--- src/rtl/inst_fetch_queue.sv ---
// Instruction queue between fetch and decode: circular buffer of {inst, pc, exc}.
// Optional same-cycle bypass on an empty queue when CPU_IFQ_BYPASS_EN is defined.
module inst_fetch_queue #(
    parameter int DEPTH = 4
) (
    input  logic                   clk,
    input  logic                   rst,
    input  logic                   flush,
    input  logic                   push_valid,
    output logic                   push_ready,
    input  logic [31:0]            push_inst,
    input  logic [31:0]            push_pc,
    input  logic                   push_exc,
    output logic                   pop_valid,
    input  logic                   pop_ready,
    output logic [31:0]            pop_inst,
    output logic [31:0]            pop_pc,
    output logic                   pop_exc,
    output logic [$clog2(DEPTH):0] count
);
    localparam int AW = $clog2(DEPTH);
    localparam logic [AW:0] FULL = (AW + 1)'(DEPTH);

    logic [31:0]   mem_inst [DEPTH];
    logic [31:0]   mem_pc   [DEPTH];
    logic          mem_exc  [DEPTH];
    logic [AW-1:0] rp;
    logic [AW-1:0] wp;

    logic bypass;
    logic byp_take;
    logic push_fire;
    logic pop_fire;
    logic wr_en;
    logic rd_en;

`ifdef CPU_IFQ_BYPASS_EN
    assign bypass = (count == '0) && push_valid && !flush;
`else
    assign bypass = 1'b0;
`endif

    // Ready looks only at registered occupancy, never at pop_ready.
    assign push_ready = (count != FULL);
    assign pop_valid  = ((count != '0) || bypass) && !flush;
    assign push_fire  = push_valid && push_ready && !flush;
    assign pop_fire   = pop_valid && pop_ready && !flush;

    // A bypassed entry that decode takes immediately never touches storage.
    assign byp_take = bypass && pop_ready;
    assign wr_en    = push_fire && !byp_take;
    assign rd_en    = pop_fire && !byp_take;

    always_comb begin
        pop_inst = 32'h0;
        pop_pc   = 32'h0;
        pop_exc  = 1'b0;
        if (pop_valid) begin
            if (bypass) begin
                pop_inst = push_inst;
                pop_pc   = push_pc;
                pop_exc  = push_exc;
            end else begin
                pop_inst = mem_inst[rp];
                pop_pc   = mem_pc[rp];
                pop_exc  = mem_exc[rp];
            end
        end
    end

    always_ff @(posedge clk) begin
        if (wr_en) begin
            mem_inst[wp] <= push_inst;
            mem_pc[wp]   <= push_pc;
            mem_exc[wp]  <= push_exc;
        end
    end

    always_ff @(posedge clk) begin
        if (rst || flush) begin
            rp    <= '0;
            wp    <= '0;
            count <= '0;
        end else begin
            if (wr_en) wp <= wp + 1'b1;
            if (rd_en) rp <= rp + 1'b1;
            case ({wr_en, rd_en})
                2'b10:   count <= count + 1'b1;
                2'b01:   count <= count - 1'b1;
                default: count <= count;
            endcase
        end
    end
endmodule

--- config.mk ---
export PLATFORM = sky130hd
export DESIGN_NAME = inst_fetch_queue
export DESIGN_NICKNAME = d
export VERILOG_FILES = /design/src/rtl/inst_fetch_queue.sv
export SDC_FILE = /design/constraint.sdc
export NUM_CORES = 1
export LEC_CHECK = 0
export BUFFER_PORTS_ARGS = -buffer_cell sky130_fd_sc_hd__clkbuf_2
export CAP_MARGIN = 10
export CORE_MARGIN = 5
export CORE_UTILIZATION = 35
export DETAILED_ROUTE_END_ITERATION = 7
export MAX_ROUTING_LAYER = met4
export PLACE_DENSITY = 0.65
export REMOVE_ABC_BUFFERS = 1
export SLEW_MARGIN = 20
export SYNTH_ARGS = -nofsm -noshare
export SYNTH_HDL_FRONTEND = slang
export SYNTH_SLANG_ARGS = --single-unit
--- constraint.sdc ---
create_clock -name clk -period 2.93 [get_ports clk]
set_clock_uncertainty 0.15 [all_clocks]
set_input_delay 0.4395 -clock clk [delete_from_list [all_inputs] [get_ports clk]]
set_output_delay 0.4395 -clock clk [all_outputs]
set_load 0.01 [all_outputs]
==> results of run 1 <==
[through the flow]
stage | utilization (%) | hold slack (ps)
floorplan | - | 309.0
global placement | 40.08 | 314.5
detailed placement | 40.08 | 320.3
CTS | 45.55 | 0.9215
global route | 45.61 | 14.56
finish | 45.61 | 24.18
[layout make-up]
class                           instances  area [sq um]
Clock buffer                           33         740.7
Sequential cell                       269          7995
Clock inverter                         18         195.2
Fill cell                            2491         15700
Multi-Input combinational cell        170          2163
Antenna cell                            3         7.507
Tap cell                              384         480.5
Inverter                                8         30.03
Timing Repair Buffer                  216          1549
[state kept, by name, indices dropped and copies added, names as in the netlist, named ones only]
signal    count
mem_exc       4
wp            2
mem_pc      128
mem_inst    128
rp            2
count         3
[cell families (layout without fill, tap and decap cells)]
group / count (synthesis) / count (layout) / synth area share (%)
adder cells (fa/ha/maj): 6 / 6 / 0.8017
flip-flops: 269 / 269 / 77.54
AND/OR/NAND/NOR: 85 / 85 / 5.065
AO/OA/AOI/OAI: 12 / 12 / 0.5829
buffers and inverters: 30 / 275 / 1.628
XOR/XNOR: 2 / 2 / 0.1701
multiplexers: 65 / 65 / 14.21
other: 0 / 3 / 0
[where the power goes]
part	switching [mW]	internal [mW]	leakage, nW	total [mW]
Sequential	0.0143	4.28	2.44	4.29
Combinational	0.160	0.168	1.60	0.328
Clock	1.39	2.16	0.453	3.55
[placed cells by master (no fill, tap or decap)]
| cell | instances |
|---|---|
| dfxtp_4 | 2 |
| dlygate4sd3_1 | 65 |
| fa_1 | 1 |
| buf_4 | 3 |
| nor2_1 | 4 |
| dfxtp_1 | 7 |
| edfxtp_1 | 260 |
| clkbuf_1 | 4 |
| buf_12 | 9 |
| xor2_1 | 2 |
| nor3_2 | 1 |
| nor2_4 | 1 |
| or3_1 | 3 |
| and2_4 | 4 |
| nor3_1 | 1 |
| clkbuf_16 | 29 |
| nand3_1 | 2 |
| o21ai_0 | 5 |
| clkbuf_2 | 139 |
| nor3b_1 | 1 |
| bufinv_16 | 4 |
| inv_1 | 8 |
| nand3b_1 | 1 |
| nand2b_1 | 1 |
| and2_1 | 65 |
| clkinv_2 | 4 |
| or2_2 | 1 |
| clkinvlp_4 | 2 |
| clkinv_1 | 6 |
| mux4_2 | 65 |
| ha_1 | 5 |
| inv_6 | 2 |
| diode_2 | 3 |
| a21oi_1 | 7 |
[synthesized netlist by cell type (all sizes together)]
cell type and instances:
xor2 2, buf 14, ha 5, o21ai 5
a21oi 7, inv 8, nor3 2, edfxtp 260
and2 69, or3 3, or2 1, clkbuf 8
nor3b 1, fa 1, nand3b 1, nand2b 1
mux4 65, nor2 5, nand3 2, dfxtp 9
[worst reg2reg max path: cells and delay by family (launching register included)]
kind,cells,cell delay [ps]
xor+xnor,1,160
buf+inv,2,150
flops,1,400
compound gates,1,130
fa+ha+maj,2,550
simple gates,3,880
[timing repair]
| action | 4_1_cts | 5_1_grt |
|---|---|---|
| setup buffers | 0 | 0 |
| endpoints found under the hold margin | 251 | 4 |
| hold buffers | 64 | 1 |
[worst max-delay path by stage]
stage / from / endpoint / slack, ps
after CTS: register / pop_pc[29] / 50
after detailed placement: count[2]$_SDFFE_PP0P_ / count[2]$_SDFFE_PP0P_ / 450
final: register / pop_pc[29] / 140
after global placement: count[2]$_SDFFE_PP0P_ / count[2]$_SDFFE_PP0P_ / 510
after floorplan: register / pop_exc / -1260
after global routing: register / pop_inst[5] / 5
[routing by layer]
metal	share of wire [%]	global-route usage, %	vias up
met2	48	20.90	148
met1	45	17.78	2734
met5	0	-	-
li1	-	-	2348
met4	1.4	2.702	0
met3	5.4	2.921	23
==> flow_summary_export.csv, run 1 <==
group,metric,value,unit
floorplan,dieArea,0.03296,sq mm
timing,max_clock_freq,357.8,MHz
grt,grt_first_pass_wirelength,33530,um
route,avgViaCountPerCell,4.771,
place,io_buffer_count,139,
pwr,power_density,620.9,mW/mm^2
clock_network,clock_latency,530,ps
hold_path,holdPathEnd,"mem_pc[3][14]$_DFFE_PP_",
worst_setup_path,cp_num_cells,4,
grt,grt_usage,13.19,%
logic_synthesis,ys_ff_latch,269,
floorplan,core_area,0.02886,sq mm
worst_setup_path,worstSetupEndpointType,"primary output",
route,dr.pass1.iters,4,
clock_network,clock-root-buffer,"clkbuf_16",
worst_setup_path,crit_path_top_delay_cell,"mux4_2",
floorplan,fp.dieH,181.6,um
hold_path,whs_path_depth,1,
worst_setup_path,path_cells,"buf_4 -> mux4_2 -> and2_1 -> clkbuf_2",
route,vias,5253,
clock_network,cts.reportedPaths.clkPinSlew,60,ps
logic_synthesis,postSynthAreaPerCell,21.96,sq um
worst_setup_path,critPathMaxFanout,23,
timing,finalHoldViolations,0,
route,avgRoutedWirePerCell,19.50,um
clock_network,cts_sinks,269,
floorplan,io_pins,140,
place,dpl_worst_slack,454.0,ps
clock_network,cts-buffers-inserted,28,
finish,fin_area,0.01316,sq mm
clock_network,clockBufferDepth,3,
worst_setup_path,r2r_slack,440,ps
grt,gr-total-overflow,0,
worst_setup_path,cp.required,2340,ps
logic_synthesis,synth.top_cells.by_area,"edfxtp_1 76%, mux4_2 14%, and2_1 4.2%",
logic_synthesis,syn_area,0.01030,sq mm
pwr,ir_drop,0.0003727,V
grt,grt_max_degree,67,
clock_network,cts_max_level,1,
worst_setup_path,critPathLaunchType,"register",
timing,setup_viol,0,
timing,finalSetupTns,0,ps
finish,fin_cells,1101,
run,max_cap_violations,0,
pwr,p_leak,4.487,nW
place,gp_congestion,0.7837,
logic_synthesis,yosysWarnings,0,
floorplan,num_rows,62,
place,detailed_place_hpwl,12930,um
timing,worstMarginPinSlew,525.7,ps
timing,fin_crit,2795,ps
worst_setup_path,max_stage_delay,570,ps
logic_synthesis,yosysTopAreaCellShare,75.79,%
hold_path,hold_path.class,"primary input to register",
clock_network,cts_tree,"built",
finish,drive_above_1_share,37.25,%
route,route.detailed.drc,0,
floorplan,start_util,35.70,%
place,post-place-cells,982,
logic_synthesis,yosysTopAreaCell,"edfxtp_1",
worst_setup_path,reg2reg_depth,9,
timing,slew_headroom,64.68,%
place,dpl_cell_area,0.01157,sq mm
route,drt-initial-drc-count,275,
worst_setup_path,cp_data_arrival_time,2210,ps
logic_synthesis,seq_area_frac_synth,77.54,%
timing,period_share,95.39,%
hold_path,min_from,"push_pc[14]",
worst_setup_path,criticalPathCategory,"register to primary output",
floorplan,die-width,181.6,um
pwr,power,8.171,mW
timing,rsz0062_at_grt,"false",
worst_setup_path,crit_buf_inv,2,
grt,grt_pass1_vias,5908,
grt,antenna_found_initial,3,
clock_network,cts_resized,0,
logic_synthesis,ys_types,22,
worst_setup_path,r2r_end,"count[2]$_SDFFE_PP0P_",
status,status,"finished, final reports clean",
worst_setup_path,path_delay_family,"multiplexers",
logic_synthesis,synthCells,469,
finish,area_delta_synth_final,27.77,%
timing,fin_ws,135.0,ps
route,ant_nets,0,
finish,nets,769,
route,routed_wirelength,21470,um
timing,slew_viol_final,0,
worst_setup_path,timing.rr.start,"count[2]$_SDFFE_PP0P_",
Power figures use the tool's default switching activity.
==> run 2: changes to the inputs <==
- BUFFER_PORTS_ARGS: -buffer_cell sky130_fd_sc_hd__clkbuf_2 -> -buffer_cell sky130_fd_sc_hd__buf_2
- RECOVER_POWER: unset -> 100
==> run 2 against run 1 <==
Effect of this change: wire length is 0.41% higher; sequential power hardly changed; first-iteration DRC count is 27% higher; sequential share of layout area is 1.2 points higher; power is 3.9% lower; via count is 0.51% lower.
==> flow_summary_export.csv, run 2 (synthesized netlist as in run 1, its figures left out) <==
group,metric,value,unit
worst_setup_path,reg2reg_depth,4,
clock_network,cts-buffers-inserted,28,
finish,drive_above_1_share,24.83,%
route,routed_wirelength,21560,um
finish,reg.largest.list,"mem_inst: 128 flops, mem_pc: 128 flops, mem_exc: 4 flops",
clock_network,cts_tree,"built",
floorplan,die-width,181.6,um
floorplan,io_pins,140,
finish,fin_area,0.01291,sq mm
finish,layout_common_cells,"260 x edfxtp_1, 101 x clkbuf_1, 65 x mux4_2",
place,gp_congestion,0.7607,
timing,slew_viol_final,0,
worst_setup_path,worstSetupEndpoint,"pop_pc[5]",
floorplan,fp.dieH,181.6,um
route,dr.pass1.iters,4,
worst_setup_path,r2r_end,"mem_pc[0][3]$_DFFE_PP_",
route,avgRoutedWirePerCell,19.53,um
timing,max_clock_freq,361.2,MHz
clock_network,cts_sinks,269,
place,detailed_place_hpwl,13830,um
worst_setup_path,timing.rr.start,"count[0]$_SDFFE_PP0P_",
timing,rsz0062_at_grt,"false",
grt,gr-total-overflow,0,
timing,worstMarginPinSlew,754.5,ps
finish,fillerInstances,2521,
worst_setup_path,cp_data_arrival_time,2180,ps
route,avgViaCountPerCell,4.734,
place,io_buffer_count,139,
clock_network,clockBufferDepth,3,
grt,grt_max_degree,67,
timing,finalSetupTns,0,ps
floorplan,dieArea,0.03296,sq mm
worst_setup_path,cp.required,2340,ps
floorplan,num_rows,62,
worst_setup_path,r2r_slack,270,ps
clock_network,clock_latency,530,ps
route,drt-initial-drc-count,348,
worst_setup_path,criticalPathCategory,"register to primary output",
floorplan,start_util,35.70,%
finish,area_delta_synth_final,25.29,%
pwr,power_density,608.6,mW/mm^2
floorplan,core_area,0.02886,sq mm
timing,fin_crit,2769,ps
place,dpl_cell_area,0.01164,sq mm
grt,grt_usage,13.22,%
pwr,p_leak,4.172,nW
grt,antenna_found_initial,3,
clock_network,cts_resized,0,
grt,grt_pass1_vias,5689,
finish,final_common_cell,"edfxtp_1",
pwr,ir_drop,0.0003708,V
timing,slew_headroom,49.70,%
route,vias,5226,
clock_network,cts.reportedPaths.clkPinSlew,60,ps
route,ant_nets,0,
grt,grt_first_pass_wirelength,33250,um
worst_setup_path,critPathLaunchType,"register",
route,route.detailed.drc,0,
clock_network,cts_max_level,1,
worst_setup_path,worstSetupEndpointType,"primary output",
timing,setup_viol,0,
hold_path,hold_path.class,"primary input to register",
status,status,"finished, final reports clean",
finish,final_core_util,44.72,%
finish,nets,773,
run,max_cap_violations,0,
timing,finalHoldViolations,0,
timing,period_share,94.49,%
clock_network,clock-root-buffer,"clkbuf_16",
timing,hold_slack,40.28,ps
worst_setup_path,critPathMaxFanout,14,
[run 2: cell count changes in the layout (fill, tap and decap cells not counted), sizes merged]
cell         before  now
dlygate4sd3      65   64
clkinvlp          2    0
clkbuf          172  143
clkinv           10    6
buf              12   54
bufinv            4    1
[run 2: repair_timing]
action,in CTS,in global routing
endpoints found under the hold margin,256,0
hold buffers,64,0
buffers inserted,0,0
[run 2: cell type report]
cell class / count / area, sq um / share of cell area (%)
Sequential cell: 269 / 7995 / 61.95
Multi-Input combinational cell: 170 / 2158 / 16.72
Timing Repair Buffer: 220 / 1380 / 10.69
Clock buffer: 41 / 769.5 / 5.962
Tap cell: 384 / 480.5 / 3.723
Clock inverter: 9 / 85.08 / 0.6592
Inverter: 8 / 30.03 / 0.2327
Antenna cell: 3 / 7.507 / 0.05817
[run 2: critical path, stage by stage (launching register included)]
cell	delay, ps
dfxtp_4	440
buf_4	320
mux4_2	560
and2_1	180
buf_2	140
[run 2: where the power goes]
group	internal, mW	total (mW)	switching, mW
clock network	1.91	3.25	1.35
logic	0.146	0.303	0.157
registers	4.28	4.30	0.0152
total	6.33	7.86	1.52
[run 2: worst min-delay path by stage]
stage               cells after the start                from                      end  slack [ps]
CTS                                     1         push_pc[14]  mem_pc[0][14]$_DFFE_PP_           1
global route                            3          push_valid       wp[1]$_SDFFE_PP0P_          40
floorplan                               2  rp[1]$_SDFFE_PP0P_                 register         310
global placement                        2  rp[1]$_SDFFE_PP0P_                 register         320
detailed placement                      2  rp[1]$_SDFFE_PP0P_                 register         320
finish                                  3          push_valid       wp[1]$_SDFFE_PP0P_          40
[run 2: metal layers]
| layer | wire length, um | vias up | track usage (%) |
|---|---|---|---|
| met5 | 0 | - | - |
| met4 | 318 | 0 | 2.522 |
| met3 | 1445 | 34 | 3.341 |
| met2 | 10360 | 142 | 21.24 |
| met1 | 9437 | 2708 | 17.38 |
| li1 | - | 2342 | - |
[run 2: per-stage QoR]
stage | power (mW) | worst slack, ps | std cells
finish | 7.855 | 161.4 | 1104
global route | 8.155 | 12.00 | 1104
CTS | 7.976 | 80.30 | 1101
detailed placement | 4.638 | 396.6 | 987
global placement | 4.619 | 541.7 | 987
floorplan | 4.486 | -1264 | 447
==> run 3: changes to the inputs <==
- CORE_MARGIN: 5 -> 1
- CORE_UTILIZATION: 35 -> 49
- PLACE_DENSITY: 0.65 -> 0.72
==> run 3 against run 2 <==
Effect of this change: power is 1.1% lower; combinational power down 4%; maximum frequency about the same; largest cell class unchanged; flip-flop and latch count did not move; sequential share of layout area increased by 1.0 points; global-route usage up 5.7 points; critical endpoint is now pop_inst[26]; critical path type unchanged; register-to-register slack worse by 40 ps; clock-buffer cell count decreased by 7.
==> flow_summary_export.csv, run 3 (synthesized netlist as in run 1, its figures left out) <==
group,metric,value,unit
timing,hold_slack,62.10,ps
floorplan,die-width,147.0,um
pwr,power_density,611.9,mW/mm^2
clock_network,cts.reportedPaths.clkPinSlew,60,ps
place,detailed_place_hpwl,11330,um
timing,worstMarginPinSlew,904.0,ps
floorplan,core_area,0.02043,sq mm
grt,gr-total-overflow,0,
route,dr.pass1.iters,4,
pwr,ir_drop,0.0005470,V
finish,nets,769,
hold_path,hold_path.class,"primary input to register",
finish,reg.largest.list,"mem_inst: 128 flops, mem_pc: 128 flops, mem_exc: 4 flops",
floorplan,start_util,50.42,%
route,vias,5157,
timing,max_clock_freq,361.0,MHz
floorplan,dieArea,0.02161,sq mm
finish,layout_common_cells,"260 x edfxtp_1, 105 x clkbuf_1, 65 x mux4_2",
clock_network,clock-root-buffer,"clkbuf_16",
route,avgViaCountPerCell,5.246,
status,status,"finished, final reports clean",
grt,grt_max_degree,67,
timing,slew_headroom,39.73,%
grt,grt_usage,18.88,%
finish,num_antenna_cells,0,
grt,grt_pass1_vias,5683,
finish,area_delta_synth_final,23.25,%
grt,grt_first_pass_wirelength,30330,um
worst_setup_path,max_stage_delay,540,ps
place,gp_congestion,0.7136,
run,max_cap_violations,0,
floorplan,fp.dieH,147.0,um
worst_setup_path,crit_path_top_delay_cell,"mux4_2",
clock_network,cts_resized,0,
route,ant_nets,0,
route,drt-initial-drc-count,315,
route,route.detailed.drc,0,
grt,antenna_found_initial,0,
clock_network,cts_sinks,269,
clock_network,clockBufferDepth,3,
worst_setup_path,worstSetupEndpointType,"primary output",
finish,fin_area,0.01270,sq mm
place,io_buffer_count,139,
clock_network,cts-buffers-inserted,26,
pwr,power,7.768,mW
place,dpl_worst_slack,433.3,ps
clock_network,cts_tree,"built",
clock_network,cts_max_level,1,
timing,setup_viol,0,
timing,fin_ws,159.5,ps
timing,rsz0062_at_grt,"false",
worst_setup_path,critPathMaxFanout,29,
timing,slew_viol_final,0,
worst_setup_path,critPathLaunchType,"register",
route,routed_wirelength,18810,um
finish,drive_above_1_share,23.70,%
route,avgRoutedWirePerCell,19.14,um
timing,fin_crit,2770,ps
clock_network,clock_latency,520,ps
worst_setup_path,path_cells,"buf_12 -> mux4_2 -> and2_0 -> buf_2",
timing,period_share,94.56,%
place,dpl_cell_area,0.01146,sq mm
finish,final_common_cell,"edfxtp_1",
worst_setup_path,cp_data_arrival_time,2180,ps
floorplan,io_pins,140,
worst_setup_path,criticalPathCategory,"register to primary output",
finish,final_core_util,62.14,%
worst_setup_path,cp.required,2340,ps
pwr,p_leak,4.122,nW
timing,finalHoldViolations,0,
floorplan,num_rows,52,
-- run 3: routing by layer --
layer / share of wire [%] / up-vias / wire length (um) / track usage, %
met2: 49 / 159 / 9178 / 30.64
met3: 5.7 / 30 / 1063 / 3.571
met5: 0 / - / 0 / -
met1: 44 / 2620 / 8261 / 25.02
met4: 1.6 / 0 / 308 / 4.381
li1: - / 2348 / - / -
-- run 3: area by class of cell --
class / count / area (sq um)
inverter: 8 / 30.03
clock buffer: 34 / 742.0
multi-input combinational: 170 / 2155
clock inverter: 14 / 95.09
sequential: 269 / 7995
tap: 270 / 337.8
fill: 1508 / 7734
timing repair buffer: 218 / 1341
-- run 3: timing repair --
item                      4_1_cts  5_1_grt
hold endpoints to repair      248        0
setup buffers                   0        0
hold buffers                   62        0
-- run 3: power by group --
group / internal [mW] / switching (mW)
Sequential: 4.28 / 0.0149
Clock: 1.87 / 1.31
Combinational: 0.144 / 0.148
-- run 3: final timing paths --
kind	startpoint	to	slack [ps]	depth (start not counted)
worst min-delay path	push_valid	wp[1]$_SDFFE_PP0P_	60	3
worst max register to register	count[0]$_SDFFE_PP0P_	mem_inst[2][26]$_DFFE_PP_	230	4
worst min register to register	rp[1]$_SDFFE_PP0P_	register	360	2
worst max-delay path	register	pop_inst[26]	160	4
-- run 3: critical path: cells and delay by family, from the launching register on --
kind                   cells  cell delay [ps]
buffers and inverters      2              440
AND/OR/NAND/NOR            1              190
multiplexers               1              540
flip-flops                 1              470
-- run 3: stage by stage --
step                      std cells  TNS, ps
after floorplan                 447   -95950
after global placement          873        0
after detailed placement        873        0
after CTS                       983        0
after global routing            983        0
final                           983        0
